<file path="config.mk">
export PLATFORM = sky130hd
export DESIGN_NAME = spi_master_ctrl_flat
export DESIGN_NICKNAME = d
export VERILOG_FILES = /design/src/rtl/spi_master_ctrl_if.sv /design/src/rtl/spi_master_ctrl.sv /design/src/flat_wrapper.sv
export SDC_FILE = /design/constraint.sdc
export NUM_CORES = 1
export LEC_CHECK = 0
export BUFFER_PORTS_ARGS = -buffer_cell sky130_fd_sc_hd__buf_2
export CAP_MARGIN = 30
export CORE_UTILIZATION = 40
export CTS_CLUSTER_DIAMETER = 40
export CTS_CLUSTER_SIZE = 20
export DETAILED_ROUTE_END_ITERATION = 10
export MAX_ROUTING_LAYER = met4
export SYNTH_ARGS = -nofsm -noshare
export SYNTH_HDL_FRONTEND = slang
export SYNTH_SLANG_ARGS = --single-unit
</file>
<file path="constraint.sdc">
create_clock -name CLK -period 2.06 [get_ports CLK]
set_clock_uncertainty 0.05 [all_clocks]
set_input_delay 0.206 -clock CLK [delete_from_list [all_inputs] [get_ports CLK]]
set_output_delay 0.206 -clock CLK [all_outputs]
set_load 0.01 [all_outputs]
</file>
<file path="src/rtl/spi_master_ctrl_if.sv">
// Host-side command handshake for the SPI master sequencer.
interface spi_master_ctrl_if;
    logic       start;
    logic       rw;
    logic [6:0] addr;
    logic [7:0] wdata;
    logic       busy;
    logic       done;
    logic [7:0] rdata;

    // Host that issues commands
    modport master (
        output start, rw, addr, wdata,
        input  busy, done, rdata
    );

    // Sequencer that executes commands
    modport slave (
        input  start, rw, addr, wdata,
        output busy, done, rdata
    );
endinterface

</file>
<file path="src/rtl/spi_master_ctrl.sv">
// SPI master sequencer for the SmolBoi register slave.
// Frame: RW, 7-bit address, 8-bit data, all MSB first, SPI mode 0.
// One command at a time over a start/busy/done handshake.
module spi_master_ctrl #(
    parameter int unsigned CLK_DIV = 5
) (
    input  logic              CLK,
    input  logic              RESET,
    spi_master_ctrl_if.slave  host,
    output logic              CS,
    output logic              SCLK,
    output logic              MOSI,
    input  logic              MISO
);

    localparam int unsigned CW = (CLK_DIV > 2) ? $clog2(CLK_DIV) : 1;

    localparam logic [2:0] IDLE  = 3'd0;
    localparam logic [2:0] SETUP = 3'd1;
    localparam logic [2:0] SHIFT = 3'd2;
    localparam logic [2:0] HOLD  = 3'd3;
    localparam logic [2:0] GAP   = 3'd4;

    logic [2:0]    state;
    logic [CW-1:0] div_cnt;
    logic          tick;
    logic [3:0]    bit_cnt;
    // Bits still to be sent after the RW bit; bit 15 of the frame goes
    // straight to MOSI on acceptance, so only 15 bits need holding here.
    logic [14:0]   rest;
    logic [7:0]    rreg;
    logic          rw_q;

    // Half-period tick at the last count of the divider
    always_comb begin
        tick = (div_cnt == CW'(CLK_DIV - 1));
    end

    // Divider counter: held at zero in IDLE, restarts on every tick so each
    // state entry begins a fresh half-period
    always_ff @(posedge CLK) begin
        if (RESET || state == IDLE || tick) begin
            div_cnt <= '0;
        end else begin
            div_cnt <= div_cnt + CW'(1);
        end
    end

    // Frame sequencer and all registered outputs
    always_ff @(posedge CLK) begin
        if (RESET) begin
            state      <= IDLE;
            bit_cnt    <= '0;
            rest       <= '0;
            rreg       <= '0;
            rw_q       <= 1'b0;
            CS         <= 1'b1;
            SCLK       <= 1'b0;
            MOSI       <= 1'b0;
            host.busy  <= 1'b0;
            host.done  <= 1'b0;
            host.rdata <= '0;
        end else begin
            host.done <= 1'b0;
            case (state)
                IDLE: begin
                    if (host.start) begin
                        rw_q      <= host.rw;
                        rest      <= {host.addr, host.rw ? 8'h00 : host.wdata};
                        MOSI      <= host.rw;
                        rreg      <= '0;
                        bit_cnt   <= '0;
                        CS        <= 1'b0;
                        host.busy <= 1'b1;
                        state     <= SETUP;
                    end
                end
                SETUP: begin
                    if (tick) begin
                        state <= SHIFT;
                    end
                end
                SHIFT: begin
                    if (tick) begin
                        if (!SCLK) begin
                            SCLK <= 1'b1;
                            if (rw_q && bit_cnt >= 4'd8) begin
                                rreg <= {rreg[6:0], MISO};
                            end
                        end else begin
                            SCLK <= 1'b0;
                            if (bit_cnt != 4'd15) begin
                                bit_cnt <= bit_cnt + 4'd1;
                                MOSI    <= rest[14];
                                rest    <= {rest[13:0], 1'b0};
                            end else begin
                                MOSI  <= 1'b0;
                                state <= HOLD;
                            end
                        end
                    end
                end
                HOLD: begin
                    if (tick) begin
                        CS    <= 1'b1;
                        state <= GAP;
                    end
                end
                GAP: begin
                    if (tick) begin
                        host.done <= 1'b1;
                        host.busy <= 1'b0;
                        if (rw_q) begin
                            host.rdata <= rreg;
                        end
                        state <= IDLE;
                    end
                end
                default: begin
                    state <= IDLE;
                end
            endcase
        end
    end

endmodule

</file>
<file path="src/flat_wrapper.sv">
// flat-port wrapper written by rule: the top's interface ports become plain ports
module spi_master_ctrl_flat 
#(
    parameter int unsigned CLK_DIV = 5
)
  (CLK, RESET, CS, SCLK, MOSI, MISO, host_start, host_rw, host_addr, host_wdata, host_busy, host_done, host_rdata);
  spi_master_ctrl_if host_i ();
  input  logic CLK;
  input  logic RESET;
  output logic CS;
  output logic SCLK;
  output logic MOSI;
  input  logic MISO;
  input wire logic [$bits(host_i.start)-1:0] host_start;
  input wire logic [$bits(host_i.rw)-1:0] host_rw;
  input wire logic [$bits(host_i.addr)-1:0] host_addr;
  input wire logic [$bits(host_i.wdata)-1:0] host_wdata;
  output wire logic [$bits(host_i.busy)-1:0] host_busy;
  output wire logic [$bits(host_i.done)-1:0] host_done;
  output wire logic [$bits(host_i.rdata)-1:0] host_rdata;
  assign host_i.start = host_start;
  assign host_i.rw = host_rw;
  assign host_i.addr = host_addr;
  assign host_i.wdata = host_wdata;
  assign host_busy = host_i.busy;
  assign host_done = host_i.done;
  assign host_rdata = host_i.rdata;
  spi_master_ctrl #(.CLK_DIV(CLK_DIV)) u_core (.CLK(CLK), .RESET(RESET), .host(host_i), .CS(CS), .SCLK(SCLK), .MOSI(MOSI), .MISO(MISO));
endmodule
</file>
After elaboration in Yosys (flattened, before gate mapping)
Cells that the tools add are included.
W data, S select, Z words.
{"block": "op_classes", "add_sub_neg": 2, "n_lt_le_gt_ge": 1, "eq_ne": 16, "mux": 37, "n_bitwise": 1, "n_reduce_logical": 17}
{"operator": "$mux W15", "n": 4}
{"operator": "$mux W8", "n": 5}
{"operator": "$pmux W15 S2", "n": 1}
{"operator": "$mux W3", "n": 7}
{"operator": "$mux W4", "n": 4}
{"operator": "$pmux W8 S2", "n": 1}
{"operator": "$pmux W3 S5", "n": 1}
{"operator": "$ne A2 B1 Y1 const B", "n": 7}
{"operator": "$mux W1", "n": 10}
{"operator": "$reduce_and A5 Y1", "n": 2}
{"operator": "$reduce_and A3 Y1", "n": 3}
{"operator": "$pmux W4 S2", "n": 1}
{"operator": "$reduce_and A7 Y1", "n": 1}
{"operator": "$eq A3 B2 Y1 const B", "n": 2}
{"operator": "$eq A3 B3 Y1 const B", "n": 2}
{"operator": "$ne A2 B2 Y1 const B", "n": 3}
{"operator": "$pmux W1 S2", "n": 3}
{"operator": "$reduce_bool A2 Y1", "n": 3}
{"operator": "$add A4 B1 Y4 const B", "n": 1}
{"operator": "$ge A4 B4 Y1 const B", "n": 1}
{"operator": "$ne A4 B4 Y1 const B", "n": 1}
{"operator": "$reduce_and A2 Y1", "n": 2}
{"operator": "$reduce_and A4 Y1", "n": 1}
{"operator": "$add A3 B1 Y3 const B", "n": 1}
{"operator": "other kinds (6)", "n": 7}
{"block": "word_totals", "regBits": 47, "output_inout_bits": 13, "word_cells": 86}

Longest topological paths before layout
Gate-level depths: netlist (run 1).
{"block": "depth", "depth_word": 6, "depth_mapped": 8, "ltp_nobuf": 6}

Worst setup path before layout (run 1)
Ideal clock, no wire load.
{"block": "synth_timing", "kind": "reg-to-reg", "start": "register u_core.div_cnt[0]", "end": "register u_core.rest[10]", "arrival_ns": 1.430, "required_ns": 1.870, "setup_slack_ns": 0.440, "stages_incl_launch_ff": 9, "path_buffers": 2, "cell_sequence": "dfxtp_1 inv_1 ha_1 nand4_2 o21ai_4 and2_1 buf_6 buf_6 a211oi_2"}
{"block": "synth_between", "elab_chain_cells": 3}
{"item": "from (decl)", "line": "spi_master_ctrl.sv:25", "rtl": "logic [CW-1:0] div_cnt;"}
{"item": "from (signal assigned)", "line": "spi_master_ctrl.sv:45", "rtl": "div_cnt <= div_cnt + CW'(1);"}
{"item": "$eq A3 B3 Y1", "line": "spi_master_ctrl.sv:36", "rtl": "tick = (div_cnt == CW'(CLK_DIV - 1));"}
{"item": "$ne A2 B1 Y1 (no line)"}
{"item": "$reduce_and A5 Y1 (no line)"}
{"item": "to (signal assigned)", "line": "spi_master_ctrl.sv:69", "rtl": "rest <= {host.addr, host.rw ? 8'h00 : host.wdata};"}
{"item": "to (signal assigned)", "line": "spi_master_ctrl.sv:95", "rtl": "rest <= {rest[13:0], 1'b0};"}
{"item": "to (decl)", "line": "spi_master_ctrl.sv:30", "rtl": "logic [14:0] rest;"}
Every way passes these cells.
A chain may end at the register's enable or synchronous reset.

Worst setup path in the final report (run 1)
{"block": "layout_timing", "start": "register u_core.div_cnt[0]", "end": "register u_core.rreg[3]"}
{"block": "layout_between", "elab_chain_cells": 3}
{"item": "$eq A3 B3 Y1", "line": "spi_master_ctrl.sv:36"}
{"item": "$ne A2 B1 Y1 (no line)"}
{"item": "$reduce_and A5 Y1 (no line)"}
{"item": "to (signal assigned)", "line": "spi_master_ctrl.sv:88", "rtl": "rreg <= {rreg[6:0], MISO};"}
{"item": "to (decl)", "line": "spi_master_ctrl.sv:31", "rtl": "logic [7:0] rreg;"}
Every way passes these cells.

==> impl_metrics.json, run 1 <==
{
  "outcome": "complete, no violations",
  "layout_commonest_cell": "dfxtp_1",
  "max_cap_violations": 0,
  "slew_viol_final": 0,
  "slowest_delay_ns": 0.35,
  "port_buffers": 32,
  "diodes": 0,
  "syn_area_um2": 2060,
  "place.gp.congestion": 0.814,
  "power.share.switching": 0.265,
  "first_pass_iters": 4,
  "seqPwrFrac": 0.560,
  "setup_viol": 0,
  "fillCellCount": 489,
  "syn-num-nets": 229,
  "cts.sinks": 47,
  "h-tree-depth": 2,
  "max_slew.worst_pin.slew_ns": 0.572,
  "routed_wl_mm": 4.37,
  "multi_input_area_um2": 1020,
  "grt_max_degree": 31,
  "grt_pass1_vias": 1528,
  "critPathSlowestCell": "a211o_1",
  "clkLatencyLatePin_ns": 0.31,
  "num-nets-final": 262,
  "power_frac_comb": 0.098,
  "cts_root_buf": "clkbuf_8",
  "die_w_um": 73.7,
  "vdd_drop_max_v": 0.000404,
  "start_util": 0.424,
  "fin_area_um2": 2380,
  "viasPerCell": 5.35,
  "drive_gt1_frac": 0.258,
  "cp.required_ns": 2.22,
  "critical_path_arrival_ns": 1.92,
  "vias": 1642,
  "synth-edff-count": 0,
  "postCtsSetupBuffers": 0,
  "grtUsageTotal": 0.185,
  "ys_seq_area_frac": 0.458,
  "holdBufCountCts": 0,
  "pin_count": 33,
  "fp.dieH_um": 73.7,
  "cts.path.max_buffers": 2,
  "grt_pass1_wl_mm": 7.38,
  "ys.flop_type": "dfxtp_1",
  "netlist_instances": 206,
  "power.density_nw_per_um2": 720,
  "area_delta_synth_final_pct": 15.6,
  "wire_per_inst_um": 14.2,
  "ys_warn_count": 0,
  "hold_violations": 0,
  "first_iter_violations": 111,
  "synth_area_per_cell_um2": 9.98,
  "fin_util": 0.490,
  "antenna_found_initial": 0,
  "worstSetupStartpointType": "register",
  "fin_setup_tns_ns": 0,
  "rsz0062_at_grt": "no",
  "synth-seq-cells": 47,
  "hold_slack_ns": 0.0521,
  "ys_types": 47,
  "path_cells": "inv_1 > ha_1 > and2_1 > a221oi_2 > a211o_1 > a22o_1",
  "mostFrequentLayoutCells": "dfxtp_1, buf_2, a21oi_1, nor2_1, mux2i_1",
  "place_hpwl_mm": 3.05,
  "dpl_cell_area_um2": 2280,
  "gr-total-overflow": 0,
  "critPathMaxFanout": 8,
  "seq_area_um2": 941,
  "clockPowerShare": 0.341,
  "async_reset_ff_frac": 0,
  "core-area_um2": 4850,
  "finalCritPeriodShare": 0.856,
  "cts_tree": "yes",
  "drtAntennaViolNets": 0,
  "hold_path.class": "primary input to register",
  "drcViolationCount": 0,
  "fin_crit_ns": 1.76,
  "cts_buffers": 5,
  "clkTransAtPathRegs_ns": 0.10,
  "p_int_w": 0.00126,
  "worstSetupEndpointType": "register",
  "switchingPower_w": 0.000453,
  "cellLeakagePower_nw": 0.996,
  "rows": 25,
  "max_freq_mhz": 567,
  "max_slew_margin": 0.617,
  "ctsResizeCount": 0,
  "die_area_um2": 5430,
  "worstSetupPathType": "register to register"
}
## stage by stage
stage	std cells	worst slack (ns)	power [W]
floorplan	206	0.440	0.00110
global placement	299	0.312	0.00115
detailed placement	299	0.283	0.00115
CTS	307	0.280	0.00173
global route	307	0.142	0.00178
finish	307	0.296	0.00171
## critical path: cells and delay by family, from the launching register on
kind,cells,cell delay [ns]
adder cells (fa/ha/maj),1,0.23
AO/OA/AOI/OAI,3,0.71
buffers and inverters,1,0.06
AND/OR/NAND/NOR,1,0.29
flip-flops,1,0.33
## power by group through the flow
| stage | sequential (W) | clock, W | combinational, W |
|---|---|---|---|
| after global routing | 0.000963 | 0.000635 | 0.000187 |
| after global placement | 0.000979 | 0 | 0.000168 |
| after detailed placement | 0.000979 | 0 | 0.000170 |
| after floorplan | 0.000977 | 0 | 0.000118 |
| after CTS | 0.000959 | 0.000604 | 0.000170 |
| final | 0.000959 | 0.000584 | 0.000168 |
## sequential cells by signal (all words and copies together), names as in the netlist
signal / cells
u_core.CS: 1
u_core.host.done: 1
u_core.SCLK: 1
u_core.host.busy: 1
u_core.host.rdata: 8
u_core.rw_q: 1
u_core.rreg: 8
u_core.div_cnt: 3
u_core.rest: 15
u_core.MOSI: 1
u_core.state: 3
u_core.bit_cnt: 4
## Yosys cell counts, types with 4 or more instances
library cell   n  area, µm²
dfxtp_1       47        941
a21oi_1       20        100
nor2_1        17       63.8
mux2i_1       16        160
nand2_1       11       41.3
a211oi_2      10        125
a22o_1         9       78.8
a22oi_1        7       52.6
a211oi_1       5       37.5
clkbuf_1       5       18.8
inv_1          5       18.8
nor3_1         5       25.0
buf_2          4       20.0
## final timing paths
| path | startpoint | cells after the start | slack [ns] | endpoint |
|---|---|---|---|---|
| hold / removal | MISO | 2 | 0.05 | u_core.rreg[0] |
| setup / recovery | u_core.div_cnt[0] | 6 | 0.30 | u_core.rreg[3] |
| hold reg to reg | u_core.div_cnt[0] | 1 | 0.41 | u_core.div_cnt[0] |
| setup reg to reg | u_core.div_cnt[0] | 6 | 0.30 | u_core.rreg[3] |
## metal layers
layer / global-route usage / part of all wire
met5: - / 0
met4: 0.0705 / 0.014
met3: 0.0370 / 0.039
met2: 0.275 / 0.45
met1: 0.246 / 0.49
## layout make-up
cell class | instances | share of cell area
Tap cell | 67 | 0.0353
Inverter | 5 | 0.00789
Sequential cell | 47 | 0.396
Timing Repair Buffer | 40 | 0.0926
Clock inverter | 3 | 0.0105
Multi-Input combinational cell | 140 | 0.429
Clock buffer | 5 | 0.0289
## cell families after synthesis
group | Yosys count | synth area share
AOI/OAI and AO/OA | 66 | 0.257
xor gates and xnor gates | 2 | 0.00852
adders and majority gates | 3 | 0.0183
buffers and inverters | 19 | 0.0463
DFF | 47 | 0.458
muxes | 16 | 0.0779
and+or+nand+nor | 53 | 0.134
Note: power is estimated with default switching activity, not from simulation.
==> run 2: changes to the inputs <==
--- a/config.mk
+++ b/config.mk
@@ -12,6 +12,7 @@
 export CTS_CLUSTER_SIZE = 20
 export DETAILED_ROUTE_END_ITERATION = 10
 export MAX_ROUTING_LAYER = met4
+export RECOVER_POWER = 50
 export SYNTH_ARGS = -nofsm -noshare
 export SYNTH_HDL_FRONTEND = slang
 export SYNTH_SLANG_ARGS = --single-unit
==> run 2 against run 1 <==
Against the previous run:
- routed wire length is 0.64% higher
- cell count stayed put
- sequential power hardly changed
- cell area is 1.1% lower
- largest cell class unchanged
==> impl_metrics.json, run 2 (synthesis results as in run 1) <==
{
  "cp.required_ns": 2.20,
  "cts_buffers": 5,
  "h-tree-depth": 2,
  "max_slew_margin": 0.624,
  "viasPerCell": 5.46,
  "fillCellCount": 491,
  "antenna_found_initial": 0,
  "met2_wirelength_mm": 1.98,
  "first_iter_violations": 107,
  "worstSetupStartpointType": "register",
  "hold_slack_ns": 0.0523,
  "die_area_um2": 5430,
  "grt_pass1_wl_mm": 7.38,
  "postCtsSetupBuffers": 0,
  "setup_viol": 0,
  "max_freq_mhz": 550,
  "critPathSlowestCell": "o21ai_4",
  "port_buffers": 32,
  "path_cells": "inv_1 > ha_1 > nand4_1 > o21ai_4 > and2_1 > buf_4 > a211oi_2",
  "max_cap_violations": 0,
  "grt_max_degree": 31,
  "mostFrequentLayoutCells": "dfxtp_1, a21oi_1, buf_2, nor2_1, mux2i_1",
  "holdBufCountCts": 0,
  "drtAntennaViolNets": 0,
  "power.density_nw_per_um2": 728,
  "fin_setup_tns_ns": 0,
  "met3_length_um": 145,
  "critPathMaxFanout": 9,
  "grt_pass1_vias": 1528,
  "pin_count": 33,
  "worstSetupPathType": "register to register",
  "routed_wl_mm": 4.40,
  "num-nets-final": 262,
  "area_delta_synth_final_pct": 14.4,
  "first_pass_iters": 4,
  "place.gp.congestion": 0.814,
  "critPathTopFamily": "simple AND/OR/NAND/NOR gates",
  "drcViolationCount": 0,
  "drive_gt1_frac": 0.196,
  "cts.path.max_buffers": 2,
  "cts_root_buf": "clkbuf_8",
  "clkTransAtPathRegs_ns": 0.10,
  "cts_tree": "yes",
  "fin_crit_ns": 1.82,
  "start_util": 0.424,
  "gr-total-overflow": 0,
  "reg2reg_depth": 7,
  "grtUsageTotal": 0.185,
  "vdd_drop_max_v": 0.000407,
  "max_slew.worst_pin.slew_ns": 0.561,
  "diodes": 0,
  "critical_path_arrival_ns": 1.95,
  "fin_util": 0.485,
  "hold_path.class": "primary input to register",
  "place_hpwl_mm": 3.05,
  "layout_commonest_cell": "dfxtp_1",
  "top_regs": "u_core.rest x15, u_core.host.rdata x8, u_core.rreg x8",
  "worstSetupEndpointType": "register",
  "clkLatencyLatePin_ns": 0.31,
  "wl_met1_mm": 2.20,
  "cellLeakagePower_nw": 0.933,
  "die_w_um": 73.7,
  "outcome": "complete, no violations",
  "rsz0062_at_grt": "no",
  "layoutNonFillerInstCount": 307,
  "hold_path_depth": 2,
  "top_layer": "met4",
  "ctsResizeCount": 0,
  "critPathBufInv": 2,
  "slew_viol_final": 0,
  "top_register": "u_core.rest",
  "cp_num_cells": 7,
  "largest_reg_flops": 15,
  "dp_cells": 299,
  "rows": 25,
  "hold_violations": 0,
  "core-area_um2": 4850,
  "slowest_delay_ns": 0.34,
  "finalCritPeriodShare": 0.882,
  "cts.sinks": 47,
  "fp.dieH_um": 73.7,
  "wire_per_inst_um": 14.3,
  "vias": 1677
}
## run 2: cell count changes in the layout (fill, tap and decap cells not counted), sizes merged
cell	change
buf	-14
clkbuf	+14
## run 2: report_power, final
part           internal (W)  total (W)  switching [W]
Combinational     0.0000690   0.000167      0.0000977
Clock              0.000248   0.000585       0.000337
Sequential         0.000940   0.000959      0.0000195
## run 2: stage by stage
| stage | instance area [µm²] | total power (W) | setup WS (ns) |
|---|---|---|---|
| 6_report | 2350 | 0.00171 | 0.243 |
| 5_1_grt | 2350 | 0.00178 | 0.0979 |
| 4_1_cts | 2380 | 0.00173 | 0.280 |
| 3_5_place_dp | 2280 | 0.00115 | 0.283 |
| 3_3_place_gp | 2280 | 0.00115 | 0.312 |
| 2_1_floorplan | 2060 | 0.00110 | 0.440 |
## run 2: final cells by class
type	count	area [µm²]	area share
inverters	5	18.8	0.00798
well taps	67	83.8	0.0357
repair buffers	40	200	0.0852
clock inverters	3	25.0	0.0106
clock buffers	5	68.8	0.0293
flip-flops and latches	47	941	0.400
multi-input cells	140	1010	0.431
## run 2: path summary, 6_finish.rpt
check | from | to | slack, ns
hold / removal | MISO | u_core.rreg[0] | 0.05
setup reg to reg | u_core.div_cnt[0] | u_core.rest[13] | 0.24
hold reg to reg | u_core.div_cnt[0] | u_core.div_cnt[0] | 0.41
setup / recovery | u_core.div_cnt[0] | u_core.rest[13] | 0.24
## run 2: routing by layer
layer,track usage,vias to the layer above
met1,0.246,789
li1,-,836
met4,0.0705,0
met3,0.0370,10
met2,0.275,42
met5,-,-
==> run 3: changes to the inputs <==
--- a/config.mk
+++ b/config.mk
@@ -12,6 +12,7 @@
 export CTS_CLUSTER_SIZE = 20
 export DETAILED_ROUTE_END_ITERATION = 10
 export MAX_ROUTING_LAYER = met4
+export PLACE_DENSITY = 0.64
 export RECOVER_POWER = 50
 export SYNTH_ARGS = -nofsm -noshare
 export SYNTH_HDL_FRONTEND = slang
==> run 3 against run 2 <==
Against the previous run:
- sequential share of layout area shrank 0.65 points
- global-route usage is 0.26 points lower
- utilization grew 0.80 points
- total power grew 12%
- first-iteration DRC count is 55% lower
- via count is 1.7% lower
- largest cell class unchanged
==> impl_metrics.json, run 3 (synthesis results as in run 1) <==
{
  "outcome": "complete, no violations",
  "routed_wl_mm": 4.34,
  "cts_buffers": 5,
  "max_cap_violations": 0,
  "critPathBufInv": 1,
  "worstSetupEndpointType": "register",
  "hold_path_depth": 2,
  "hold_violations": 0,
  "die_area_um2": 5430,
  "fin_crit_ns": 1.85,
  "drtAntennaViolNets": 0,
  "clkLatencyLatePin_ns": 0.30,
  "cts.sinks": 47,
  "top_register": "u_core.rest",
  "grt_pass1_vias": 1511,
  "postCtsSetupBuffers": 0,
  "drive_gt1_frac": 0.196,
  "first_iter_violations": 48,
  "setup_viol": 0,
  "cts.path.max_buffers": 2,
  "top_regs": "u_core.rest x15, u_core.host.rdata x8, u_core.rreg x8",
  "vias": 1648,
  "pin_count": 33,
  "core-area_um2": 4850,
  "fin_setup_tns_ns": 0,
  "diodes": 0,
  "area_delta_synth_final_pct": 16.3,
  "power.density_nw_per_um2": 803,
  "worstSetupStartpointType": "register",
  "viasPerCell": 5.37,
  "grtUsageTotal": 0.182,
  "max_slew.worst_pin.slew_ns": 0.530,
  "holdBufCountCts": 0,
  "gr-total-overflow": 0,
  "h-tree-depth": 2,
  "critPathSlowestCell": "and2_0",
  "cts_tree": "yes",
  "grt.busiest_layer": "met2",
  "path_cells": "inv_1 > ha_1 > and2_0 > a221oi_2 > a211o_1 > a22o_1",
  "vdd_drop_max_v": 0.000408,
  "cp_num_cells": 6,
  "fin_area_um2": 2390,
  "antenna_found_initial": 0,
  "mostFrequentLayoutCells": "dfxtp_1, a21oi_1, buf_2, nor2_1, mux2i_1",
  "fillCellCount": 471,
  "port_buffers": 32,
  "max_slew_margin": 0.646,
  "cellLeakagePower_nw": 0.954,
  "drcViolationCount": 0,
  "clkTransAtPathRegs_ns": 0.09,
  "start_util": 0.424,
  "hold_path.class": "primary input to register",
  "grt_pass1_wl_mm": 7.23,
  "use_met2": 0.258,
  "largest_reg_flops": 15,
  "layout_commonest_cell": "dfxtp_1",
  "rsz0062_at_grt": "no",
  "dpl_cell_area_um2": 2280,
  "cp.required_ns": 2.20,
  "slowest_delay_ns": 0.38,
  "reg2reg_depth": 6,
  "rows": 25,
  "met1_usage": 0.250,
  "fp.dieH_um": 73.7,
  "first_pass_iters": 4,
  "critPathMaxFanout": 8,
  "met3_usage": 0.0439,
  "worstSetupPathType": "register to register",
  "critPathTopFamily": "compound AO/OA/AOI/OAI gates",
  "grt_max_degree": 31,
  "max_freq_mhz": 541,
  "cts_root_buf": "clkbuf_8",
  "slew_viol_final": 0,
  "finalCritPeriodShare": 0.898,
  "die_w_um": 73.7,
  "fin_util": 0.493,
  "num-nets-final": 262,
  "critical_path_arrival_ns": 1.99,
  "place_hpwl_mm": 2.98,
  "wire_per_inst_um": 14.1,
  "place.gp.congestion": 0.819,
  "ctsResizeCount": 0
}
==> run 3: final timing paths <==
kind | slack [ns] | to | from
worst max-delay path | 0.21 | u_core.rreg[7] | u_core.div_cnt[0]
worst min-delay path | 0.06 | u_core.rreg[0] | MISO
worst max register to register | 0.21 | u_core.rreg[7] | u_core.div_cnt[0]
worst min register to register | 0.41 | u_core.div_cnt[0] | u_core.div_cnt[0]
==> run 3: metal layers <==
metal	routed length (µm)	vias to the layer above
li1	-	828
met3	158	8
met4	74	0
met2	1860	27
met5	0	-
met1	2250	785
==> run 3: area by class of cell <==
type / instances / area, µm² / area share
clock buffers: 5 / 68.8 / 0.0288
clock inverters: 3 / 67.6 / 0.0283
inverters: 5 / 18.8 / 0.00785
multi-input cells: 140 / 1010 / 0.422
flip-flops and latches: 47 / 941 / 0.394
well taps: 67 / 83.8 / 0.0351
repair buffers: 40 / 201 / 0.0843
==> run 3: where the power goes <==
group | switching [W] | internal [W] | leakage (nW)
clock | 0.000310 | 0.000484 | 0.0644
sequential | 0.0000189 | 0.000939 | 0.383
combinational | 0.0000978 | 0.0000682 | 0.506
total | 0.000427 | 0.00149 | 0.954
==> run 3: worst register-to-register path, stage by stage (launching register included) <==
cell      delay [ns]
dfxtp_1         0.33
inv_1           0.06
ha_1            0.21
and2_0          0.38
a221oi_2        0.10
a211o_1         0.35
a22o_1          0.27
==> run 3: through the flow <==
step | total power (W) | std cells | hold WS (ns) | setup slack (ns)
after floorplan | 0.00110 | 206 | 0.282 | 0.440
after global placement | 0.00115 | 299 | 0.372 | 0.325
after detailed placement | 0.00115 | 299 | 0.376 | 0.282
after CTS | 0.00194 | 307 | 0.0571 | 0.269
after global routing | 0.00200 | 307 | 0.0707 | 0.0935
final | 0.00192 | 307 | 0.0618 | 0.211
